[config.mk]
export PLATFORM = sky130hd
export DESIGN_NAME = texture_swap_ctrl
export DESIGN_NICKNAME = d
export VERILOG_FILES = /design/src/rtl/holo_pkg.sv /design/src/rtl/swap_timer.sv /design/src/rtl/texture_swap_ctrl.sv
export SDC_FILE = /design/constraint.sdc
export NUM_CORES = 1
export LEC_CHECK = 0
export ABC_AREA = 1
export CELL_PAD_IN_SITES_DETAIL_PLACEMENT = 1
export CELL_PAD_IN_SITES_GLOBAL_PLACEMENT = 2
export CORE_MARGIN = 5
export CORE_UTILIZATION = 29
export CTS_CLUSTER_SIZE = 10
export DETAILED_ROUTE_END_ITERATION = 10
export GPL_ROUTABILITY_DRIVEN = 1
export GPL_TIMING_DRIVEN = 0
export PLACE_DENSITY = 0.77
export SLEW_MARGIN = 10
export SYNTH_ARGS = -nofsm -noshare
export SYNTH_HDL_FRONTEND = slang
export SYNTH_SLANG_ARGS = --single-unit
[constraint.sdc]
create_clock -name clk -period 1.35 [get_ports clk]
set_input_delay 0.405 -clock clk [delete_from_list [all_inputs] [get_ports clk]]
set_output_delay 0.405 -clock clk [all_outputs]
set_load 0.02 [all_outputs]
[src/rtl/holo_pkg.sv]
// Shared constants and types for the holographic display controller blocks.
package holo_pkg;

    localparam int NUM_TEXTURES = 8;
    localparam int TEX_WORDS    = 256;
    localparam int IDX_W        = 4;

    // MMIO addresses decoded by the CPU bus front end
    localparam int ADDR_BTN = 1000;
    localparam int ADDR_TEX = 1001;

    typedef enum logic {
        IDLE,
        PENDING
    } state_t;

endpackage

[src/rtl/swap_timer.sv]
// Watchdog for a pending texture swap: pulses expire after TIMEOUT running cycles.
module swap_timer #(
    parameter int TIMEOUT = 5000000,
    parameter int TMR_W   = 23
) (
    input  logic clk,
    input  logic resetn,
    input  logic run,
    input  logic clear,
    output logic expire
);

    logic [TMR_W-1:0] count_reg;

    localparam logic [TMR_W-1:0] LAST = TMR_W'(TIMEOUT - 1);

    assign expire = run && (count_reg == LAST);

    always_ff @(posedge clk or negedge resetn) begin
        if (!resetn) begin
            count_reg <= '0;
        end else if (clear || !run || expire) begin
            count_reg <= '0;
        end else begin
            count_reg <= count_reg + TMR_W'(1);
        end
    end

endmodule

[src/rtl/texture_swap_ctrl.sv]
// Holds a CPU-written texture index until a revolution boundary (or timeout)
// and generates the texture ROM word address for the active texture.
module texture_swap_ctrl
    import holo_pkg::IDX_W, holo_pkg::state_t, holo_pkg::IDLE, holo_pkg::PENDING;
#(
    parameter int NUM_TEXTURES = holo_pkg::NUM_TEXTURES,
    parameter int TEX_WORDS    = holo_pkg::TEX_WORDS,
    parameter int ADDR_W       = 11,
    parameter int TIMEOUT      = 5000000,
    parameter int TMR_W        = 23
) (
    input  logic              clk,
    input  logic              resetn,
    input  logic              idx_wr,
    input  logic [IDX_W-1:0]  idx_data,
    input  logic              frame_start,
    input  logic              pix_adv,
    output logic [ADDR_W-1:0] rom_addr,
    output logic [IDX_W-1:0]  active_idx,
    output logic              pending,
    output logic              swap_done,
    output logic              swap_forced,
    output logic              idx_err
);

    localparam int OFF_W = $clog2(TEX_WORDS);
    localparam logic [IDX_W:0] NUM_T = (IDX_W + 1)'(NUM_TEXTURES);

    state_t             state_reg;
    logic [IDX_W-1:0]   pend_idx_reg;
    logic [OFF_W-1:0]   offset_reg;
    logic               legal_wr;
    logic               expire;
    logic               swap;

    assign legal_wr = idx_wr && ({1'b0, idx_data} < NUM_T);
    // A swap always takes the index that was pending before this cycle's write
    assign swap     = (state_reg == PENDING) && (frame_start || expire);
    assign pending  = (state_reg == PENDING);
    assign rom_addr = (ADDR_W'(active_idx) << OFF_W) | ADDR_W'(offset_reg);

    swap_timer #(
        .TIMEOUT (TIMEOUT),
        .TMR_W   (TMR_W)
    ) u_swap_timer (
        .clk    (clk),
        .resetn (resetn),
        .run    (state_reg == PENDING),
        .clear  (legal_wr || swap),
        .expire (expire)
    );

    always_ff @(posedge clk or negedge resetn) begin
        if (!resetn) begin
            state_reg    <= IDLE;
            pend_idx_reg <= '0;
            active_idx   <= '0;
            offset_reg   <= '0;
            swap_done    <= 1'b0;
            swap_forced  <= 1'b0;
            idx_err      <= 1'b0;
        end else begin
            swap_done   <= swap;
            swap_forced <= swap && !frame_start;

            if (swap) begin
                active_idx <= pend_idx_reg;
            end

            if (frame_start || swap) begin
                offset_reg <= '0;
            end else if (pix_adv) begin
                offset_reg <= offset_reg + OFF_W'(1);
            end

            // A legal write re-arms PENDING even on the cycle a swap retires it
            if (legal_wr) begin
                pend_idx_reg <= idx_data;
                idx_err      <= 1'b0;
                state_reg    <= PENDING;
            end else begin
                if (idx_wr) begin
                    idx_err <= 1'b1;
                end
                if (swap) begin
                    state_reg <= IDLE;
                end
            end
        end
    end

endmodule

## Word level (Yosys, flattened, before mapping)

Index checks and enable logic that the tools add are counted.

- Register bits: 43
- Latch bits: 0
- RAM bits: 0
- ROM bits: 0
- Input port bits: 9
- Output and inout bits: 19
- Word-level logic and storage cells: 34
- Memories: 0

- Add/sub/neg operators: 2
- Multiply operators: 0
- Divide/modulo/power cells: 0
- $lt $le $gt $ge: 1
- Eq/ne operators: 1
- Shift-type cells: 0
- Multiplexer cells: 7
- Bitwise operators: 1
- Reductions and logical operators: 14

Operator list:

| operator | number |
|---|---|
| $add 23x1->23 const B | 1 |
| $eq 23x23->1 const B | 1 |
| $mux 23 | 1 |
| $mux 8 | 2 |
| $or 11x8->11 | 1 |
| $add 8x1->8 const B | 1 |
| $reduce_bool 2->1 | 3 |
| $logic_or 1x1->1 | 5 |
| $logic_and 1x1->1 | 4 |
| $lt 4x4->1 const B | 1 |
| $mux 1 | 4 |
| $logic_not 1->1 | 2 |

## Logic depth before layout (Yosys ltp)

Gate-level depths: netlist of the first run.

- Depth in word-level cells: 8
- Depth in mapped cells: 9

## By module

From an unflattened synthesis of the first run, not the netlist that was laid out.

- Cells, all modules: 312
- Area total of the unflattened synthesis: 2354.8 um^2

Modules (own cells, without submodules):

| module | times used | cells an instance | area each (um^2) | sequential area each (um^2) |
|---|---|---|---|---|
| swap_timer | 1 | 211 | 1452.6 | 575.6 |
| texture_swap_ctrl | 1 | 101 | 902.1 | 500.5 |

## Least setup slack after synthesis of the first run

OpenSTA, ideal clock, no wires.

- Kind: flip-flop to flip-flop
- Start point: register u_swap_timer.count_reg[0]
- End point: register state_reg (netlist: pending)
- Library setup time: 0.118 ns
- Arrival time: 1.338 ns
- Required time: 1.232 ns
- Slack: -0.106 ns
- Cell stages (with the launch flop): 8
- Clock period less this slack: 1.456 ns
- Path through: dfrtp_1 ha_1 nand3_2 nor2_4 nand3_4 nand3_2 buf_6 nand2_1

- Word-level cells in the longest chain between the ends: 5

Ends and longest elaborated chain:

| item | RTL line | text |
|---|---|---|
| from (decl) | swap_timer.sv:13 | `logic [TMR_W-1:0] count_reg;` |
| from (signal assigned) | swap_timer.sv:25 | `count_reg <= count_reg + TMR_W'(1);` |
| $eq 23x23->1 | swap_timer.sv:17 | `assign expire = run && (count_reg == LAST);` |
| $logic_and 1x1->1 | swap_timer.sv:17 |  |
| $logic_or 1x1->1 | texture_swap_ctrl.sv:38 | `assign swap = (state_reg == PENDING) && (frame_start \|\| expire);` |
| $logic_and 1x1->1 | texture_swap_ctrl.sv:38 |  |
| $reduce_bool 2->1 (no source line) | -- |  |
| to (signal assigned) | texture_swap_ctrl.sv:55 | `state_reg <= IDLE;` |
| to (signal assigned) | texture_swap_ctrl.sv:80 | `state_reg <= PENDING;` |
| to (signal assigned) | texture_swap_ctrl.sv:86 | `state_reg <= IDLE;` |
| to (decl) | texture_swap_ctrl.sv:29 | `state_t state_reg;` |

Every way passes these cells.
A chain may end at the register's enable or synchronous reset.

## Final worst setup path of the first run

- Start point: register u_swap_timer.count_reg[0]
- End point: register offset_reg[3]

- Word-level cells in the longest chain between the ends: 6

Ends and longest elaborated chain:

| item | RTL line | text |
|---|---|---|
| $eq 23x23->1 * | swap_timer.sv:17 |  |
| $logic_and 1x1->1 * | swap_timer.sv:17 |  |
| $logic_or 1x1->1 * | texture_swap_ctrl.sv:38 |  |
| $logic_and 1x1->1 * | texture_swap_ctrl.sv:38 |  |
| $logic_or 1x1->1 * | texture_swap_ctrl.sv:70 | `if (frame_start \|\| swap) begin` |
| $mux 8 / $reduce_bool 2->1 (equally long branches) | -- |  |
| to (signal assigned) | texture_swap_ctrl.sv:73 | `offset_reg <= offset_reg + OFF_W'(1);` |
| to (decl) | texture_swap_ctrl.sv:31 | `logic [OFF_W-1:0] offset_reg;` |

Every way passes the cells marked *; elsewhere a longest branch is shown, timed or not.

==> summary.txt, run 1 <==
Outcome
  • Status: finished with violations
  • Violated checks: negative setup slack

Floorplan
  • Starting Density: approximately 30%
  • DIE HEIGHT: approximately 98 um
  • Core Region: 7607 um2
  • Rows: 32
  • Top-level port count: 28
  • Die width: ~100 um
  • Die area: 9528 um2

Synth
  • Synth Net Count: ~300
  • Syn_area_per_cell: roughly 7.7 um2
  • Post-Syn Area: between 2000 and 2500 um2
  • Synth Register Bits: 43
  • Synth top area cells: dfrtp_1 48%, nand2_1 15%, nor2_1 12%, inv_1 4.6%, xor2_1 3.5%
  • Post-Synthesis Cells: between 200 and 300
  • Register area share after synthesis: 48.34%
  • Cell taking the most area after synthesis: dfrtp_1
  • Synth unique cells: 21
  • Synth top area share: between 40% and 50%
  • Yosys Warn Count: 0

Final layout
  • Sequential cell area: 1085 um2
  • Fill cells: approximately 940
  • Diode count: 0
  • Max reg flops: 23
  • Multi-input gate area: between 1000 and 1500 um2
  • Nets: ~370
  • Area grow syn2layout: 40.92%
  • Share of cells above drive strength 1: between 30% and 40%

Timing
  • Final setup violation count: 24
  • Final TNS setup: -0.2431 ns
  • Final Skew: between 0.005 and 0.006 ns
  • RSZ-0062 raised after global routing: true
  • Relative slew margins: 71.53%
  • Hold Vio Cnt, Final: 0
  • Slew Limit Fails: 0
  • Worst-Margin Slew: approximately 0.43 ns
  • Fmax achieved: 724.3 MHz
  • Tmin final: 1.381 ns
  • Final worst setup slack: -0.03061 ns
  • Hold Slack: roughly 0.024 ns
  • Crit share post-route: 102.3%

Setup path
  • Critical Path RT: around 1.6 ns
  • Cell mode on critical path: nand3_4
  • CP max stage delay: between 0.4 and 0.5 ns
  • Crit path buf inv count: 1
  • Crit path capture type: register
  • CP Cell Sequence: ha_4, nand3_4, nor2_4, nand3_4, nand2_8, clkbuf_16, nor3_4
  • Crit path DAT: ~1.6 ns
  • Delay-heaviest family, CP: simple AND/OR/NAND/NOR gates
  • Setup crit start kind: register
  • Slowest stage cell, crit path: dfrtp_2
  • Crit Path Max Fanout: 5
  • Crit Path Category: reg -> reg

Drt
  • First drt pass iteration count: 4
  • Routed via count: 2038
  • Total wire length: about 6100 um
  • Antenna Nets Post-Route: 0
  • Vias/cell: about 4.4
  • Routed len/inst: between 10 and 15 um
  • DR DRC count: 0
  • Starting DRC count in detailed routing: 33

Clock network
  • H-tree levels: 2
  • CTS Buffer Depth: 2
  • Clock latency on the worst-skew pair: approximately 0.3 ns
  • CTS tree: done
  • Worst-path clk slew: roughly 0.090 ns
  • CTS Buf Count: 5
  • Clock root cell: clkbuf_8
  • Post-CTS Hold Buffers: 0
  • Sink Count: 43

Global routing
  • Initial antenna violation count: 0
  • Largest net degree at the start of global routing: 29
  • Total grt overflow: 0
  • GRT Total Usage: 12.74%
  • First-pass GRT wire length: 9887 um
  • Vias in the first global route: between 2000 and 2500

Place
  • Gp weighted congestion: ~0.76
  • PortBufs: 27
  • Dpl ws: -0.6291 ns
  • Hpwl dp: between 4000 and 5000 um

Power and ir drop
  • Power Dens Cells: roughly 850 nW/um2
  • Total power: approximately 2.7 mW
  • LEAKAGE: between 1 and 1.5 nW
  • Peak VDD IR: around 0.52 mV

Min path
  • Hold Crit Class: in -> async

Run
  • Maximum capacitance violations: 0
## placed cells by master, fill, tap and decap left out, types with 2 or more instances in the layout
| cell | Yosys | final |
|---|---|---|
| dfrtp_2 | 0 | 7 |
| buf_2 | 0 | 15 |
| nand4_1 | 2 | 2 |
| buf_8 | 1 | 2 |
| clkinvlp_4 | 0 | 2 |
| nor2_1 | 73 | 52 |
| inv_1 | 27 | 26 |
| dfrtp_1 | 43 | 36 |
| nand2_1 | 89 | 82 |
| nand2_2 | 2 | 8 |
| xnor2_1 | 8 | 8 |
| nor2_2 | 2 | 18 |
| nor3_2 | 0 | 2 |
| buf_4 | 3 | 35 |
| clkbuf_8 | 0 | 5 |
| nand3_1 | 12 | 8 |
| nand3_4 | 1 | 3 |
| nand3_2 | 2 | 4 |
| clkdlybuf4s50_1 | 0 | 6 |
| nor2_4 | 2 | 7 |
| xor2_1 | 9 | 9 |
| a21oi_1 | 3 | 2 |
| buf_6 | 2 | 7 |
## per-stage QoR
step,cell area (um2),cells,util (%)
after floorplan,2246,288,-
after global placement,2644,417,34.75
after detailed placement,2659,418,34.95
after CTS,2870,442,37.73
final,3137,460,41.23
after global routing,3137,460,41.23
## area by class of cell
type / instances / share of cell area [%]
Timing Repair Buffer: 63 / 15.84
Multi-Input combinational cell: 212 / 37.30
Clock inverter: 3 / 0.7579
Sequential cell: 43 / 34.58
Tap cell: 102 / 4.069
Buffer: 5 / 2.034
Clock buffer: 5 / 2.194
Inverter: 27 / 3.231
## layer usage
layer	wire, um	share of wire [%]	global-route usage, %
met3	106	1.7	2.154
met4	80	1.3	4.153
met5	0	0	0
met1	2754	45	15.71
met2	3198	52	22.46
## Yosys cell counts
cell	instances
nand2_1	89
nor2_1	73
dfrtp_1	43
inv_1	27
nand3_1	12
xor2_1	9
xnor2_1	8
a21oi_1	3
buf_4	3
nor3_1	3
buf_6	2
ha_1	2
nand2_2	2
nand3_2	2
nand4_1	2
nor2_2	2
nor2_4	2
buf_8	1
nand2_4	1
nand3_4	1
nand3b_1	1
## logic make-up (layout without fill, tap and decap cells)
| group | Yosys count | after routing | synth area share [%] |
|---|---|---|---|
| simple gates | 190 | 190 | 35.92 |
| flops | 43 | 43 | 48.34 |
| buf+inv | 33 | 103 | 7.251 |
| xor+xnor | 17 | 17 | 6.689 |
| compound gates | 3 | 3 | 0.6743 |
| fa+ha+maj | 2 | 2 | 1.124 |
## worst register-to-register path, delay by kind of cell (launching register included)
kind,cells,cell delay (ns)
fa+ha+maj,1,0.18
simple gates,5,0.53
flops,1,0.43
buf+inv,1,0.17
## timing repair
action | in CTS | in global routing
endpoints found under the setup margin | 60 | 43
setup buffers | 16 | 18
cloned | 0 | 1
gates resized for setup | 99 | 44
pin swaps | 4 | 6
## power by group
group          internal [mW]  total (mW)  switching [mW]
Clock                  0.371       0.881           0.510
Sequential              1.33        1.37          0.0378
Combinational          0.194       0.411           0.216
## path summary, 6_finish.rpt
kind	startpoint	to	slack, ns	depth (start not counted)
worst min-delay path	resetn	offset_reg[1]	0.02	1
worst min register to register	active_idx[3]	active_idx[3]	0.48	2
worst max register to register	u_swap_timer.count_reg[0]	offset_reg[3]	-0.03	7
worst max-delay path	u_swap_timer.count_reg[0]	offset_reg[3]	-0.03	7
min in group clk	active_idx[3]	active_idx[3]	0.48	2
max in group asynchronous	resetn	u_swap_timer.count_reg[3]	0.81	2
Power figures use the tool's default switching activity.
==> inputs of run 2 (changes only) <==
Settings changed: PLACE_DENSITY 0.77 to 0.72.
==> run 2 against run 1 <==
The flow still finishes with violations (negative setup slack). Cell area shrank 2.8%. Core utilization down 1.1 points. Sequential power is essentially flat. Flip-flop and latch count is the same. Global-route usage is 0.49 points higher. Clock power fell by 3.2%. Largest cell class unchanged.
==> summary.txt, run 2 (synthesis gave the netlist of run 1 again) <==
Clock network
  • Clock latency on the worst-skew pair: ~0.3 ns
  • Clock root cell: clkbuf_8
  • Post-CTS Hold Buffers: 0
  • CTS Buf Count: 5
  • Sink Count: 43
  • Worst-path clk slew: ~0.09 ns
  • H-tree levels: 2
  • CTS tree: done
  • CTS Buffer Depth: 2

Place
  • Dpl cells: approximately 420
  • Hpwl dp: approximately 4300 um
  • PortBufs: 27
  • Gp weighted congestion: roughly 0.75

Drt
  • Routed via count: 1947
  • Wl on met1: around 2800 um
  • Routed wl met2: between 2000 and 3000 um
  • DR DRC count: 0
  • Routed len/inst: between 10 and 15 um
  • Starting DRC count in detailed routing: 21
  • Total wire length: between 5000 and 6000 um
  • Vias/cell: between 4 and 5
  • Top routing layer used: met4
  • First drt pass iteration count: 4
  • Antenna Nets Post-Route: 0
  • Met3 WL: 103 um

Timing
  • Tmin final: between 1 and 1.5 ns
  • Slew Limit Fails: 0
  • Fmax achieved: around 720 MHz
  • Hold Vio Cnt, Final: 0
  • Worst-Margin Slew: about 0.38 ns
  • Final worst setup slack: -0.03280 ns
  • Relative slew margins: roughly 75%
  • RSZ-0062 raised after global routing: true
  • Crit share post-route: 102.4%
  • Final setup violation count: 28
  • Final TNS setup: -0.4110 ns
  • Final Skew: a little over 0.006 ns

Final layout
  • Nets: 358
  • Final non-filler cell total: 450
  • Commonest non-fill, non-tap cells in the layout: 78 x nand2_1, 53 x nor2_1, 36 x dfrtp_1
  • Area grow syn2layout: 37.04%
  • Diode count: 0
  • Max reg flops: 23
  • Commonest non-fill, non-tap cell in the layout: nand2_1
  • Final Util: around two fifths
  • Share of cells above drive strength 1: 33.62%

Global routing
  • Initial antenna violation count: 0
  • Largest net degree at the start of global routing: 30
  • First-pass GRT wire length: about 10000 um
  • GRT Total Usage: roughly an eighth
  • Vias in the first global route: between 2000 and 2500
  • Total grt overflow: 0

Setup path
  • Crit path DAT: between 1.5 and 2 ns
  • Crit Path Max Fanout: 5
  • Crit Path Category: reg -> reg
  • Setup crit start kind: register
  • Critical Path RT: approximately 1.6 ns
  • R2R Setup Slk: -0.03 ns
  • Crit path capture type: register

Outcome
  • Status: finished with violations
  • Violated checks: negative setup slack

Floorplan
  • Starting Density: slightly below 30%
  • Die area: between 9000 and 10000 um2
  • Rows: 32
  • DIE HEIGHT: 97.61 um
  • Die width: 97.61 um
  • Top-level port count: 28
  • Core Region: between 7000 and 8000 um2

Min path
  • Hold Crit Class: in -> async

Run
  • Maximum capacitance violations: 0

Power and ir drop
  • Power Dens Cells: 865.5 nW/um2
  • Peak VDD IR: approximately 0.36 mV
  • LEAKAGE: ~1.4 nW
[run 2: where the power goes]
| group | switching [mW] | leakage (nW) | internal, mW |
|---|---|---|---|
| combinational | 0.220 | 0.739 | 0.196 |
| clock | 0.492 | 0.0402 | 0.361 |
| sequential | 0.0378 | 0.574 | 1.33 |
[run 2: worst max-delay path, stage by stage (launching register included)]
cell and delay, ns:
dfrtp_1 0.40, ha_4 0.17, nand3_4 0.11, nor2_4 0.14, nand3_4 0.11, nand2_4 0.13, buf_8 0.14, nand3_2 0.07
nand2_2 0.06
[run 2: metrics by stage]
step	hold slack, ns	area [um2]	worst slack [ns]	total power, mW
floorplan	0.1094	2246	0.005497	1.562
detailed placement	0.3495	2659	-0.6344	1.758
CTS	0.01804	2908	-0.03534	2.666
global route	0.03919	3050	-0.1369	2.785
global placement	0.4581	2644	-1.451	1.742
finish	0.01128	3050	-0.03280	2.640
[run 2: layout make-up]
cell class	instances	area [um2]
Clock buffer	5	68.82
Fill cell	925	4557
Sequential cell	43	1085
Multi-Input combinational cell	212	1151
Buffer	5	67.56
Clock inverter	3	20.02
Inverter	27	101.3
Timing Repair Buffer	53	429.2
Tap cell	102	127.6
[run 2: per-layer routing]
| layer | up-vias | track usage [%] |
|---|---|---|
| met4 | 0 | 3.834 |
| met3 | 6 | 2.513 |
| met2 | 17 | 22.61 |
| li1 | 984 | - |
| met5 | - | 0 |
| met1 | 940 | 16.93 |
[run 2: path summary, 6_finish.rpt]
path                                                start                        end  cells past startpoint
worst max-delay path            u_swap_timer.count_reg[1]              active_idx[0]                      8
worst min-delay path                               resetn              offset_reg[1]                      1
worst max register to register  u_swap_timer.count_reg[1]              active_idx[0]                      8
worst min register to register              active_idx[3]              active_idx[3]                      2
max in group asynchronous                          resetn  u_swap_timer.count_reg[3]                      2
min in group clk                            active_idx[3]              active_idx[3]                      2
[run 2: what timing repair did]
item / in CTS / in global routing
cloned: 0 / 1
gates resized for setup: 108 / 34
pin swaps: 8 / 9
endpoints found under the setup margin: 60 / 43
setup buffers: 18 / 6
==> inputs of run 3 (changes only) <==
Settings changed: SLEW_MARGIN 10 to not set.
==> results of run 3 <==
No change in the layout: final DEF, timing and power equal those of run 2.
